--- src/rtl/tx_ctrl_pkg.sv ---
// Shared types and constants for the TX frame controller.
// TX_PREAMBLE_EN adds the PREAMBLE state to the state enum.
package tx_ctrl_pkg;

  typedef enum logic [2:0] {
    ST_IDLE,
    ST_LOAD,
    ST_PAYLOAD,
    ST_TAIL,
    ST_DRAIN
`ifdef TX_PREAMBLE_EN
    , ST_PREAMBLE
`endif
  } tx_state_e;

  localparam int unsigned BITS_PER_SYM  = 4;
  localparam int unsigned CODE_RATE_INV = 2;
  localparam logic [7:0]  PREAMBLE_PAT  = 8'b1010_1100;
  localparam int unsigned PREAMBLE_LEN  = 8;

  // Symbols produced by nbits encoder input bits, rounded up to a whole symbol.
  function automatic logic [31:0] exp_syms(input logic [31:0] nbits);
    return (CODE_RATE_INV * nbits + BITS_PER_SYM - 1) / BITS_PER_SYM;
  endfunction

endpackage

--- src/rtl/tx_ce_gen.sv ---
// Bit-rate enable generator: one bit_ce pulse every DIV clk cycles,
// restarting from zero whenever clear is asserted.
module tx_ce_gen #(
  parameter int unsigned DIV = 2
) (
  input  logic clk,
  input  logic reset,
  input  logic clear,
  output logic bit_ce
);

  localparam int unsigned CW = $clog2(DIV);

  logic [CW-1:0] cnt;

  always_ff @(posedge clk or posedge reset) begin
    if (reset) begin
      cnt    <= '0;
      bit_ce <= 1'b0;
    end else if (clear) begin
      cnt    <= '0;
      bit_ce <= 1'b0;
    end else if (cnt == CW'(DIV - 1)) begin
      cnt    <= '0;
      bit_ce <= 1'b1;
    end else begin
      cnt    <= cnt + CW'(1);
      bit_ce <= 1'b0;
    end
  end

endmodule

--- src/rtl/tx_frame_sequencer.sv ---
// Frame controller for the TX chain: paces the bit-rate stages with bit_ce and
// tracks QAM symbols until the frame drains. TX_PREAMBLE_EN adds a preamble phase.
module tx_frame_sequencer
  import tx_ctrl_pkg::*;
#(
  parameter int unsigned LEN_W     = 16,
  parameter int unsigned DIV       = 2,
  parameter int unsigned TAIL_BITS = 3,
  parameter int unsigned DRAIN_MAX = 64
) (
  input  logic             clk,
  input  logic             reset,
  input  logic             start,
  input  logic [6:0]       cfg_seed,
  input  logic [LEN_W-1:0] cfg_len,
  input  logic             abort,
  input  logic             sym_valid,
  output logic             busy,
  output logic             done,
  output logic             err,
  output logic             bit_ce,
  output logic             lfsr_load,
  output logic [6:0]       lfsr_seed,
  output logic             src_zero,
  output logic             enc_valid_in,
  output logic [LEN_W-1:0] sym_cnt
`ifdef TX_PREAMBLE_EN
  ,
  output logic             pre_bit
`endif
);

`ifdef TX_PREAMBLE_EN
  localparam int unsigned PRE_BITS = PREAMBLE_LEN;
`else
  localparam int unsigned PRE_BITS = 0;
`endif
  localparam int unsigned GAP_W = $clog2(DRAIN_MAX);

  tx_state_e        state, state_d;
  logic [LEN_W-1:0] len_q, bit_cnt, bit_cnt_d;
  logic [LEN_W:0]   exp_q;
  logic [GAP_W-1:0] gap;
  logic             accept, reject, complete, timeout, abort_hit, ce_clear;

  tx_ce_gen #(.DIV(DIV)) u_ce_gen (
    .clk    (clk),
    .reset  (reset),
    .clear  (ce_clear),
    .bit_ce (bit_ce)
  );

  always_comb begin
    state_d   = state;
    bit_cnt_d = bit_cnt;
    accept    = 1'b0;
    reject    = 1'b0;
    complete  = 1'b0;
    timeout   = 1'b0;
    abort_hit = 1'b0;
    case (state)
      ST_IDLE: begin
        if (start) begin
          if (cfg_len != '0) begin
            accept    = 1'b1;
            bit_cnt_d = '0;
`ifdef TX_PREAMBLE_EN
            state_d   = ST_PREAMBLE;
`else
            state_d   = ST_LOAD;
`endif
          end else begin
            reject = 1'b1;
          end
        end
      end
`ifdef TX_PREAMBLE_EN
      ST_PREAMBLE: begin
        if (bit_ce) begin
          if (bit_cnt == LEN_W'(PREAMBLE_LEN - 1)) begin
            state_d   = ST_LOAD;
            bit_cnt_d = '0;
          end else begin
            bit_cnt_d = bit_cnt + LEN_W'(1);
          end
        end
      end
`endif
      ST_LOAD: begin
        if (bit_ce) state_d = ST_PAYLOAD;
      end
      ST_PAYLOAD: begin
        if (bit_ce) begin
          if (bit_cnt == len_q - LEN_W'(1)) begin
            state_d   = ST_TAIL;
            bit_cnt_d = '0;
          end else begin
            bit_cnt_d = bit_cnt + LEN_W'(1);
          end
        end
      end
      ST_TAIL: begin
        if (bit_ce) begin
          if (bit_cnt == LEN_W'(TAIL_BITS - 1)) begin
            state_d   = ST_DRAIN;
            bit_cnt_d = '0;
          end else begin
            bit_cnt_d = bit_cnt + LEN_W'(1);
          end
        end
      end
      ST_DRAIN: begin
        // A symbol arriving on the completing cycle is included in the count.
        if (({1'b0, sym_cnt} + (LEN_W+1)'(sym_valid)) >= exp_q) begin
          complete = 1'b1;
          state_d  = ST_IDLE;
        end else if (!sym_valid && gap >= GAP_W'(DRAIN_MAX - 1)) begin
          timeout = 1'b1;
          state_d = ST_IDLE;
        end
      end
      default: state_d = ST_IDLE;
    endcase
    if (abort && state != ST_IDLE) begin
      abort_hit = 1'b1;
      complete  = 1'b0;
      timeout   = 1'b0;
      state_d   = ST_IDLE;
    end
    // Divider counts from the first cycle after IDLE and stays quiet through DRAIN.
    ce_clear = (state == ST_IDLE) || (state_d == ST_IDLE) || (state_d == ST_DRAIN);
  end

  always_ff @(posedge clk or posedge reset) begin
    if (reset) begin
      state        <= ST_IDLE;
      bit_cnt      <= '0;
      len_q        <= '0;
      exp_q        <= '0;
      gap          <= '0;
      busy         <= 1'b0;
      done         <= 1'b0;
      err          <= 1'b0;
      lfsr_load    <= 1'b0;
      lfsr_seed    <= '0;
      src_zero     <= 1'b0;
      enc_valid_in <= 1'b0;
      sym_cnt      <= '0;
`ifdef TX_PREAMBLE_EN
      pre_bit      <= 1'b0;
`endif
    end else begin
      state   <= state_d;
      bit_cnt <= bit_cnt_d;
      if (accept) begin
        len_q     <= cfg_len;
        lfsr_seed <= cfg_seed;
        exp_q     <= (LEN_W+1)'(exp_syms(32'(cfg_len) + PRE_BITS + TAIL_BITS));
      end
      if (accept)                 sym_cnt <= '0;
      else if (busy && sym_valid) sym_cnt <= sym_cnt + LEN_W'(1);
      // gap holds the cycles elapsed since the last sym_valid (or frame start).
      if (accept || (busy && sym_valid))             gap <= GAP_W'(1);
      else if (busy && gap < GAP_W'(DRAIN_MAX - 1)) gap <= gap + GAP_W'(1);
      busy         <= (state_d != ST_IDLE);
      done         <= complete;
      err          <= reject | abort_hit | timeout;
      lfsr_load    <= (state_d == ST_LOAD);
      src_zero     <= (state_d == ST_TAIL);
`ifdef TX_PREAMBLE_EN
      enc_valid_in <= (state_d inside {ST_PREAMBLE, ST_PAYLOAD, ST_TAIL});
      pre_bit      <= (state_d == ST_PREAMBLE) && PREAMBLE_PAT[3'(PREAMBLE_LEN - 1) - bit_cnt_d[2:0]];
`else
      enc_valid_in <= (state_d inside {ST_PAYLOAD, ST_TAIL});
`endif
    end
  end

endmodule
--- config.mk ---
export PLATFORM = sky130hd
export DESIGN_NAME = tx_frame_sequencer
export DESIGN_NICKNAME = d
export VERILOG_FILES = /design/src/rtl/tx_ctrl_pkg.sv /design/src/rtl/tx_ce_gen.sv /design/src/rtl/tx_frame_sequencer.sv
export SDC_FILE = /design/constraint.sdc
export NUM_CORES = 1
export LEC_CHECK = 0
export CAP_MARGIN = 20
export CORE_UTILIZATION = 52
export CTS_CLUSTER_SIZE = 12
export DETAILED_ROUTE_END_ITERATION = 10
export PLACE_DENSITY = 0.81
export SKIP_CTS_REPAIR_TIMING = 1
export SYNTH_ARGS = -nofsm -noshare
export SYNTH_HDL_FRONTEND = slang
export SYNTH_SLANG_ARGS = --single-unit
--- constraint.sdc ---
create_clock -name clk -period 3.2 [get_ports clk]
set_input_delay 0.32 -clock clk [delete_from_list [all_inputs] [get_ports clk]]
set_output_delay 0.32 -clock clk [all_outputs]
set_load 0.02 [all_outputs]
**Word-level counts from Yosys, hierarchy flattened**

Cells that the tools add are included.
W data, S select, Z words.

- Register bits: 89
- Input bits: 28
- Output and inout port bits: 30

- $add $sub $neg: 9
- Magnitude comparators: 3
- Equality and inequality tests: 14
- Mux-type cells: 40
- Bitwise gates (word level): 2
- Reductions and logical operators: 18

Operator list:

| cell | count |
|---|---|
| $mux W16 | 8 |
| $pmux W16 S3 | 1 |
| $add A16 B1 Y16 const B | 2 |
| $mux W3 | 10 |
| $add A18 B3 Y19 const B | 1 |
| $sub A19 B1 Y19 const B | 1 |
| $mux W1 | 18 |
| $add A16 B1 Y17 | 1 |
| $add A16 B2 Y17 const B | 1 |
| $ge A17 B17 Y1 | 1 |
| $eq A16 B16 Y1 | 1 |
| $eq A16 B2 Y1 const B | 1 |
| $reduce_bool A16 Y1 | 1 |
| $sub A16 B1 Y16 const B | 1 |
| $pmux W3 S5 | 1 |
| $eq A3 B2 Y1 const B | 4 |
| $mux W6 | 2 |
| $reduce_bool A3 Y1 | 3 |
| $add A6 B1 Y6 const B | 1 |
| $eq A3 B1 Y1 const B | 2 |
| $eq A3 B3 Y1 const B | 2 |
| $ge A6 B6 Y1 const B | 1 |
| $logic_not A3 Y1 | 2 |
| $lt A6 B6 Y1 const B | 1 |
| 9 further kinds | 19 |

**Depth between registers and ports, before layout**

Gate-level depths: netlist (run 1).

- Word-level depth: 10
- Gate-level depth with buffers: 15
- Mapped depth without buffers: 15

**Cells and area by module**

A second synthesis (run 1) with hierarchy kept.

- Cell total of the unflattened synthesis: 694
- Area total of the unflattened synthesis: 5868.1 sq um

Modules (own cells, without submodules):

| module | times used | cells each | area each (sq um) |
|---|---|---|---|
| tx_frame_sequencer | 1 | 689 | 5801.8 |
| tx_ce_gen | 1 | 5 | 66.3 |

**Worst setup path before layout (run 1)**

OpenSTA, ideal clock, no wires.

- Path kind: register -> register
- Start point: reg sym_cnt[0]
- End point: reg err
- Library setup time: 0.091 ns
- Arrival: 3.179 ns
- Data required time: 3.109 ns
- Path slack: -0.070 ns
- Stages on the path, launching flop included: 14
- Buffers on the path: 0
- Period minus slack after synthesis: 3.270 ns
- Cells stage by stage: dfrtp_1 > ha_1 > ha_1 > inv_1 > or2_2 > xnor2_1 > ha_1 > a21o_1 > a21o_1 > a211o_1 > a221oi_1 > o21ai_0 > or4_1 > o221ai_1

- Word-level cells in the longest chain between the ends: 6

Ends and longest elaborated chain:

| what | RTL line | text |
|---|---|---|
| start, declared | tx_frame_sequencer.sv:26 | `output logic [LEN_W-1:0] sym_cnt` |
| start signal, assigned | tx_frame_sequencer.sv:161 | `else if (busy && sym_valid) sym_cnt <= sym_cnt + LEN_W'(1);` |
| $add A16 B1 Y17 | tx_frame_sequencer.sv:114 | `if (({1'b0, sym_cnt} + (LEN_W+1)'(sym_valid)) >= exp_q) begin` |
| $ge A17 B17 Y1 | tx_frame_sequencer.sv:114 |  |
| $mux W1 | tx_frame_sequencer.sv:114 |  |
| $mux W1 | tx_frame_sequencer.sv:61 | `case (state)` |
| $mux W1 | tx_frame_sequencer.sv:124 | `if (abort && state != ST_IDLE) begin` |
| $or A1 B1 Y1 | tx_frame_sequencer.sv:167 | `err <= reject \| abort_hit \| timeout;` |
| end signal, assigned | tx_frame_sequencer.sv:167 |  |
| end, declared | tx_frame_sequencer.sv:20 | `output logic err,` |

No other way between the ends.
A chain may end at the register's enable or synchronous reset.

**Final worst setup path (run 1)**

Same ends and word-level chain as after synthesis.

==> run metrics, run 1 <==
outcome complete, no violations; num ports 58; crit start category register; crit path time final 3.15 ns; net count after synthesis 738; measured slew at the worst slew-check pin 0.681 ns; # port buffers 57; Worst-path clk slew 0.07 ns; CP required 3.46 ns; switching power 1.77 mW; Initial Util 53.9%; depth of the CTS H-tree 3; Clock Sink Count 89; DR pass1 iterations 5; pwr dens 654 nW/um2; switching share of power 38.0%; combinational cell fraction of total power 38.5%; nets@finish 813; Yosys cell types 70; Hold/Removal Path Class primary input to asynchronous set/reset pin; Core Area 10900 um2; CTS Buf Count 9; setup TNS 0 ns; Synth Flop Type dfrtp_1; Vias/cell 5.77; initial antenna violation count 0; list of most frequent post-synthesis cells 114 x nand2_1, 89 x dfrtp_1, 57 x nor2_1; Setup Viol. Count Final 0; Fmax 317 MHz; skew final 0.00922 ns; Clk pwr share 24.5%; Max-Cap Viols 0; Pint 2.90 mW; row count 38; drt total wl 14200 um; Final ANT Viol Nets 0; CP endpoint kind register; sequential area share after synthesis 37.8%; CP arrival 3.41 ns; share of cells above drive strength 1 10.9%; post-synthesis async set-or-reset flop share 100%; pin count of the biggest net entering global routing 35; final hold vios 0; clock root buffer clkbuf_16; DIE AREA 11800 um2; area grow syn2layout 21.2%; most common cell in the synthesized netlist nand2_1; leakage power total 3.18 nW; sequential share of power 37.0%; Max clock buf depth 2; first-pass GRT wire length 23000 um; main area contributors after synthesis dfrtp_1 38%, nand2_1 7.3%, xnor2_1 6.1%, ha_1 5.9%, xor2_1 5.5%; EDFF count, synth 0; insertion delay to the later sink of the worst-skew pair 0.35 ns; Worst slew margin 54.2%; # DRC 0; DP HPWL 10400 um; GPL Wtd Cong 0.942; Syn. warnings 0; Slew Viols, Final 0; Yosys reg bits 89; TritonCTS clock tree yes; final worst-path cycle share 98.5%; Peak VDD IR 0.361 mV; minimum hold slack 0.336 ns; post-synth top area cell dfrtp_1; n_diodes 0; Synth top area share 37.8%; CP max FO 4; vias in the first global route 4868; Die Span Y 108 um; Total GRT Usage 25.0%; grt ovf 0; Worst Setup Path Type register to register; Initial DRC Count 295; WL/cell 15.7 um; synthesized area 5890 um2; vias 5202; Avg Cell Area, Syn 8.64 um2; Syn Inst Count 682; die width 108 um
[per-layer routing]
layer / global-route usage, % / vias up / wire [um]
met5: 0 / - / 0
met4: 8.49 / 0 / 212
met3: 4.88 / 14 / 917
met2: 40.4 / 193 / 6810
met1: 33.6 / 2487 / 6250
li1: - / 2508 / -
[layout by cell type (no fill, tap or decap), types with 3 or more instances in the layout]
| cell type | count |
|---|---|
| a211oi_1 | 4 |
| a21o_1 | 9 |
| a21oi_1 | 11 |
| a31oi_1 | 6 |
| and2_1 | 7 |
| and3_1 | 6 |
| and4_1 | 4 |
| buf_4 | 37 |
| clkbuf_16 | 9 |
| clkdlybuf4s50_1 | 56 |
| dfrtp_1 | 88 |
| ha_1 | 26 |
| inv_1 | 39 |
| nand2_1 | 114 |
| nand2b_1 | 3 |
| nand3_1 | 27 |
| nand4_1 | 14 |
| nor2_1 | 55 |
| nor2b_1 | 5 |
| nor3_1 | 22 |
| nor3_2 | 3 |
| nor3b_1 | 3 |
| nor4_1 | 8 |
| nor4b_1 | 3 |
| o211ai_1 | 7 |
| o21ai_0 | 34 |
| o22ai_1 | 4 |
| o31ai_1 | 3 |
| or3_1 | 5 |
| or4b_1 | 5 |
| xnor2_1 | 40 |
| xor2_1 | 37 |
[worst paths after layout]
path | slack (ns) | to | from | cells past startpoint
setup / recovery | 0.05 | err | sym_cnt[0] | 13
hold / removal | 0.34 | sym_cnt[0] | reset | 2
setup reg to reg | 0.05 | err | sym_cnt[0] | 13
hold reg to reg | 0.48 | exp_q[4] | exp_q[4] | 2
max in group asynchronous | 2.05 | len_q[8] | reset | 3
min in group clk | 0.48 | exp_q[4] | exp_q[4] | 2
[cells by family after synthesis]
logic type	after synthesis	share of synthesized area (%)
multiplexers	4	0.722
AO/OA/AOI/OAI	107	12.5
AND/OR/NAND/NOR	306	25.9
buffers and inverters	70	5.48
adder cells (fa/ha/maj)	28	5.95
XOR/XNOR	78	11.6
flip-flops	89	37.8
[power groups by stage]
stage | Combinational, mW | Sequential (mW) | Clock, mW
6_report | 1.80 | 1.73 | 1.14
5_1_grt | 2.00 | 1.77 | 1.21
4_1_cts | 1.76 | 1.72 | 1.15
3_5_place_dp | 1.74 | 1.73 | 0
3_3_place_gp | 1.66 | 1.71 | 0
2_1_floorplan | 1.15 | 1.74 | 0
[sequential cells by signal, indices dropped and copies added, names as in the netlist, 3 cells and up]
| signal | cells |
|---|---|
| len_q | 16 |
| gap | 6 |
| sym_cnt | 16 |
| lfsr_seed | 7 |
| bit_cnt | 16 |
| exp_q | 17 |
| state | 3 |
[worst max-delay path, stage by stage, from the launching register on]
cell and delay, ns:
dfrtp_2 0.40, ha_4 0.16, ha_4 0.13, inv_1 0.04, or2_4 0.27, xnor2_2 0.15, ha_1 0.32, a21o_1 0.17
a21o_1 0.17, a211o_1 0.29, a221oi_2 0.30, o21ai_2 0.13, or4_1 0.48, o221ai_1 0.08
[through the flow]
stage	setup slack, ns	power, mW	instances	utilization [%]	cell area [um2]
floorplan	0.0104	2.89	682	-	5890
global placement	-0.489	3.37	886	61.8	6760
detailed placement	-0.601	3.47	886	61.8	6760
CTS	-0.331	4.63	902	64.7	7080
global route	-0.0382	4.98	902	65.3	7140
finish	0.0496	4.67	902	65.3	7140
[cell type report]
type	instances	area, um2
fill	889	3790
multi-input combinational	523	3410
sequential	89	2230
timing repair buffer	94	851
clock buffer	10	229
tap	140	175
inverter	40	151
clock inverter	6	92.6
Note: power is estimated with default switching activity, not from simulation.
==> inputs of run 2 (changes only) <==
==> constraint.sdc (replaced) <==
create_clock -name clk -period 3.2 [get_ports clk]
set_input_delay 0.32 -clock clk [delete_from_list [all_inputs] [get_ports clk]]
set_output_delay 0.32 -clock clk [all_outputs]
set_load 0.01 [all_outputs]
==> run 2 against run 1 <==
Fmax increased by 0.95%. Global-route usage increased by 0.64 points. Via count down 0.17%. Final area is essentially flat. First-iteration DRC count grew 12%. Critical path type unchanged. Critical endpoint unchanged. Largest power group is now registers.
==> run metrics, run 2 (synthesized netlist as in run 1, its figures left out) <==
outcome complete, no violations; crit-path leading delay family simple AND/OR/NAND/NOR gates; share of cells above drive strength 1 10.4% (-0.50 points); Slew Viols, Final 0 (unchanged); Finished Layout Cells 900 (-0.22%); Worst Setup Path Type register to register; Hold/Removal Path Class primary input to asynchronous set/reset pin; CTS Buf Count 9 (unchanged); sequential share of power 37.0% (about the same); crit start category register; area grow syn2layout 21.3% (about the same); Reg with most FFs exp_q; DR pass1 iterations 5 (unchanged); fill count 885 (-0.45%); unrepaired setup endpoints after global routing true; final hold vios 0 (unchanged); minimum hold slack 0.395 ns (+0.0594 ns); Max-Cap Viols 0 (unchanged); Final ANT Viol Nets 0 (unchanged); vias in the first global route 5054 (+3.8%); DP HPWL 10400 um (-0.27%); switching share of power 35.8% (-2.1 points); Vias/cell 5.77 (about the same); CP max FO 4 (unchanged); depth of the CTS H-tree 3 (unchanged); critical-path cell list ha_2, ha_4, inv_1, or2_4, buf_4, nor3_1, xor2_1, ha_1, and4_1, a221oi_2, o21ai_2, or4_1, o221ai_1; first-pass GRT wire length 23700 um (+3.2%); WL/cell 15.5 um (-1.7%); CP endpoint kind register; Max clock buf depth 2 (unchanged); Setup Viol. Count Final 0 (unchanged); CP required 3.46 ns (about the same); pin count of the biggest net entering global routing 90 (+160%); Worst-path clk slew 0.06 ns (about the same); Clk pwr share 26.2% (+1.7 points); die width 108 um (unchanged); # DRC 0 (unchanged); DIE AREA 11800 um2 (unchanged); drt total wl 13900 um (-1.9%); Worst slew margin 55.0% (+0.78 points); clock root buffer clkbuf_16; commonest non-fill, non-tap cell in the layout nand2_1; CP arrival 3.38 ns (-0.03 ns); measured slew at the worst slew-check pin 0.669 ns (-0.0116 ns); Placed Cells 884 (-0.23%); worst-case reg-to-reg path depth 13 (unchanged); Initial Util 53.9% (unchanged); Largest register FFs 17 (unchanged); Die Span Y 108 um (unchanged); Peak VDD IR 0.469 mV (+30%); switching power 1.66 mW (-6.3%); R2R Setup Slk 0.08 ns (+0.03 ns); Total Power 4.64 mW (-0.67%); Initial DRC Count 329 (+12%); leakage power total 3.20 nW (+0.57%); final worst-path cycle share 97.5% (-0.93 points); Total GRT Usage 25.7% (+0.64 points); # port buffers 57 (unchanged); worst r2r src sym_cnt[0]; vias 5193 (-0.17%); Clock Sink Count 89 (unchanged); WP buf/inv 2 (+1); worst reg2reg path endpoint err; skew final 0.00992 ns (+0.000704 ns); grt ovf 0 (unchanged); combinational cell fraction of total power 36.8% (-1.7 points); nets@finish 812 (-0.12%); crit path time final 3.12 ns (-0.0297 ns); TritonCTS clock tree yes; Fmax 320 MHz (+0.95%); most frequent cells in the layout 114 x nand2_1, 89 x dfrtp_1, 56 x nor2_1, 56 x clkdlybuf4s50_1, 40 x xnor2_1; CP max-delay cell or4_1; insertion delay to the later sink of the worst-skew pair 0.35 ns (about the same); pwr dens 649 nW/um2 (-0.72%); Pint 2.98 mW (+2.8%); setup TNS 0 ns (unchanged); GPL Wtd Cong 0.958 (+1.7%); n_diodes 0 (unchanged); Max stage delay on crit path 0.47 ns (about the same); initial antenna violation count 0 (unchanged); Core Area 10900 um2 (unchanged); Final Util 65.3% (about the same); num ports 58 (unchanged); row count 38 (unchanged)
run 2: layout make-up:
class | count | area, um2 | area share (%)
clock buffer | 10 | 239 | 3.35
clock inverter | 5 | 104 | 1.45
inverter | 40 | 151 | 2.12
multi-input combinational | 523 | 3390 | 47.5
sequential | 89 | 2230 | 31.2
tap | 140 | 175 | 2.45
timing repair buffer | 93 | 856 | 12.0
run 2: power by group through the flow:
stage	Combinational (mW)	Clock, mW	Sequential, mW
after floorplan	1.15	0	1.68
after global placement	1.60	0	1.71
after detailed placement	1.68	0	1.73
after CTS	1.69	1.23	1.71
after global routing	1.92	1.27	1.76
final	1.71	1.22	1.72
run 2: worst register-to-register path: cells and delay by family (launching register included):
kind	cells	cell delay, ns
adders and majority gates	3	0.63
and+or+nand+nor	4	1.16
buffers and inverters	2	0.18
AOI/OAI and AO/OA	3	0.49
xor gates and xnor gates	1	0.18
DFF	1	0.37
run 2: worst max path at each step:
stage,from,endpoint,slack [ns],cells after the start
6_report,sym_cnt[0],err,0.08,13
5_1_grt,sym_cnt[0],err,-0.06,13
4_1_cts,sym_valid,err,-0.22,16
3_5_place_dp,sym_valid,err,-0.56,16
3_3_place_gp,sym_valid,err,-0.48,14
2_1_floorplan,sym_cnt[0],err,0.02,13
run 2: per-stage QoR:
step / instance area [um2] / setup WS [ns]
after floorplan: 5890 / 0.0170
after global placement: 6750 / -0.481
after detailed placement: 6750 / -0.558
after CTS: 7100 / -0.216
after global routing: 7140 / -0.0649
final: 7140 / 0.0793
run 2: per-layer routing:
metal	vias up	global-route usage [%]	wire length (um)	part of all wire (%)
li1	2516	-	-	-
met1	2495	35.5	6340	46
met2	161	40.4	6600	47
met3	21	4.76	732	5.3
met4	0	8.78	255	1.8
met5	-	0	0	0
==> inputs of run 3 (changes only) <==
--- a/config.mk
+++ b/config.mk
@@ -7,6 +7,7 @@
 export LEC_CHECK = 0
 export CAP_MARGIN = 20
 export CORE_UTILIZATION = 52
+export CTS_CLUSTER_DIAMETER = 100
 export CTS_CLUSTER_SIZE = 12
 export DETAILED_ROUTE_END_ITERATION = 10
 export PLACE_DENSITY = 0.81
==> results of run 3 <==
No change in the layout: final DEF, timing and power equal those of run 2.
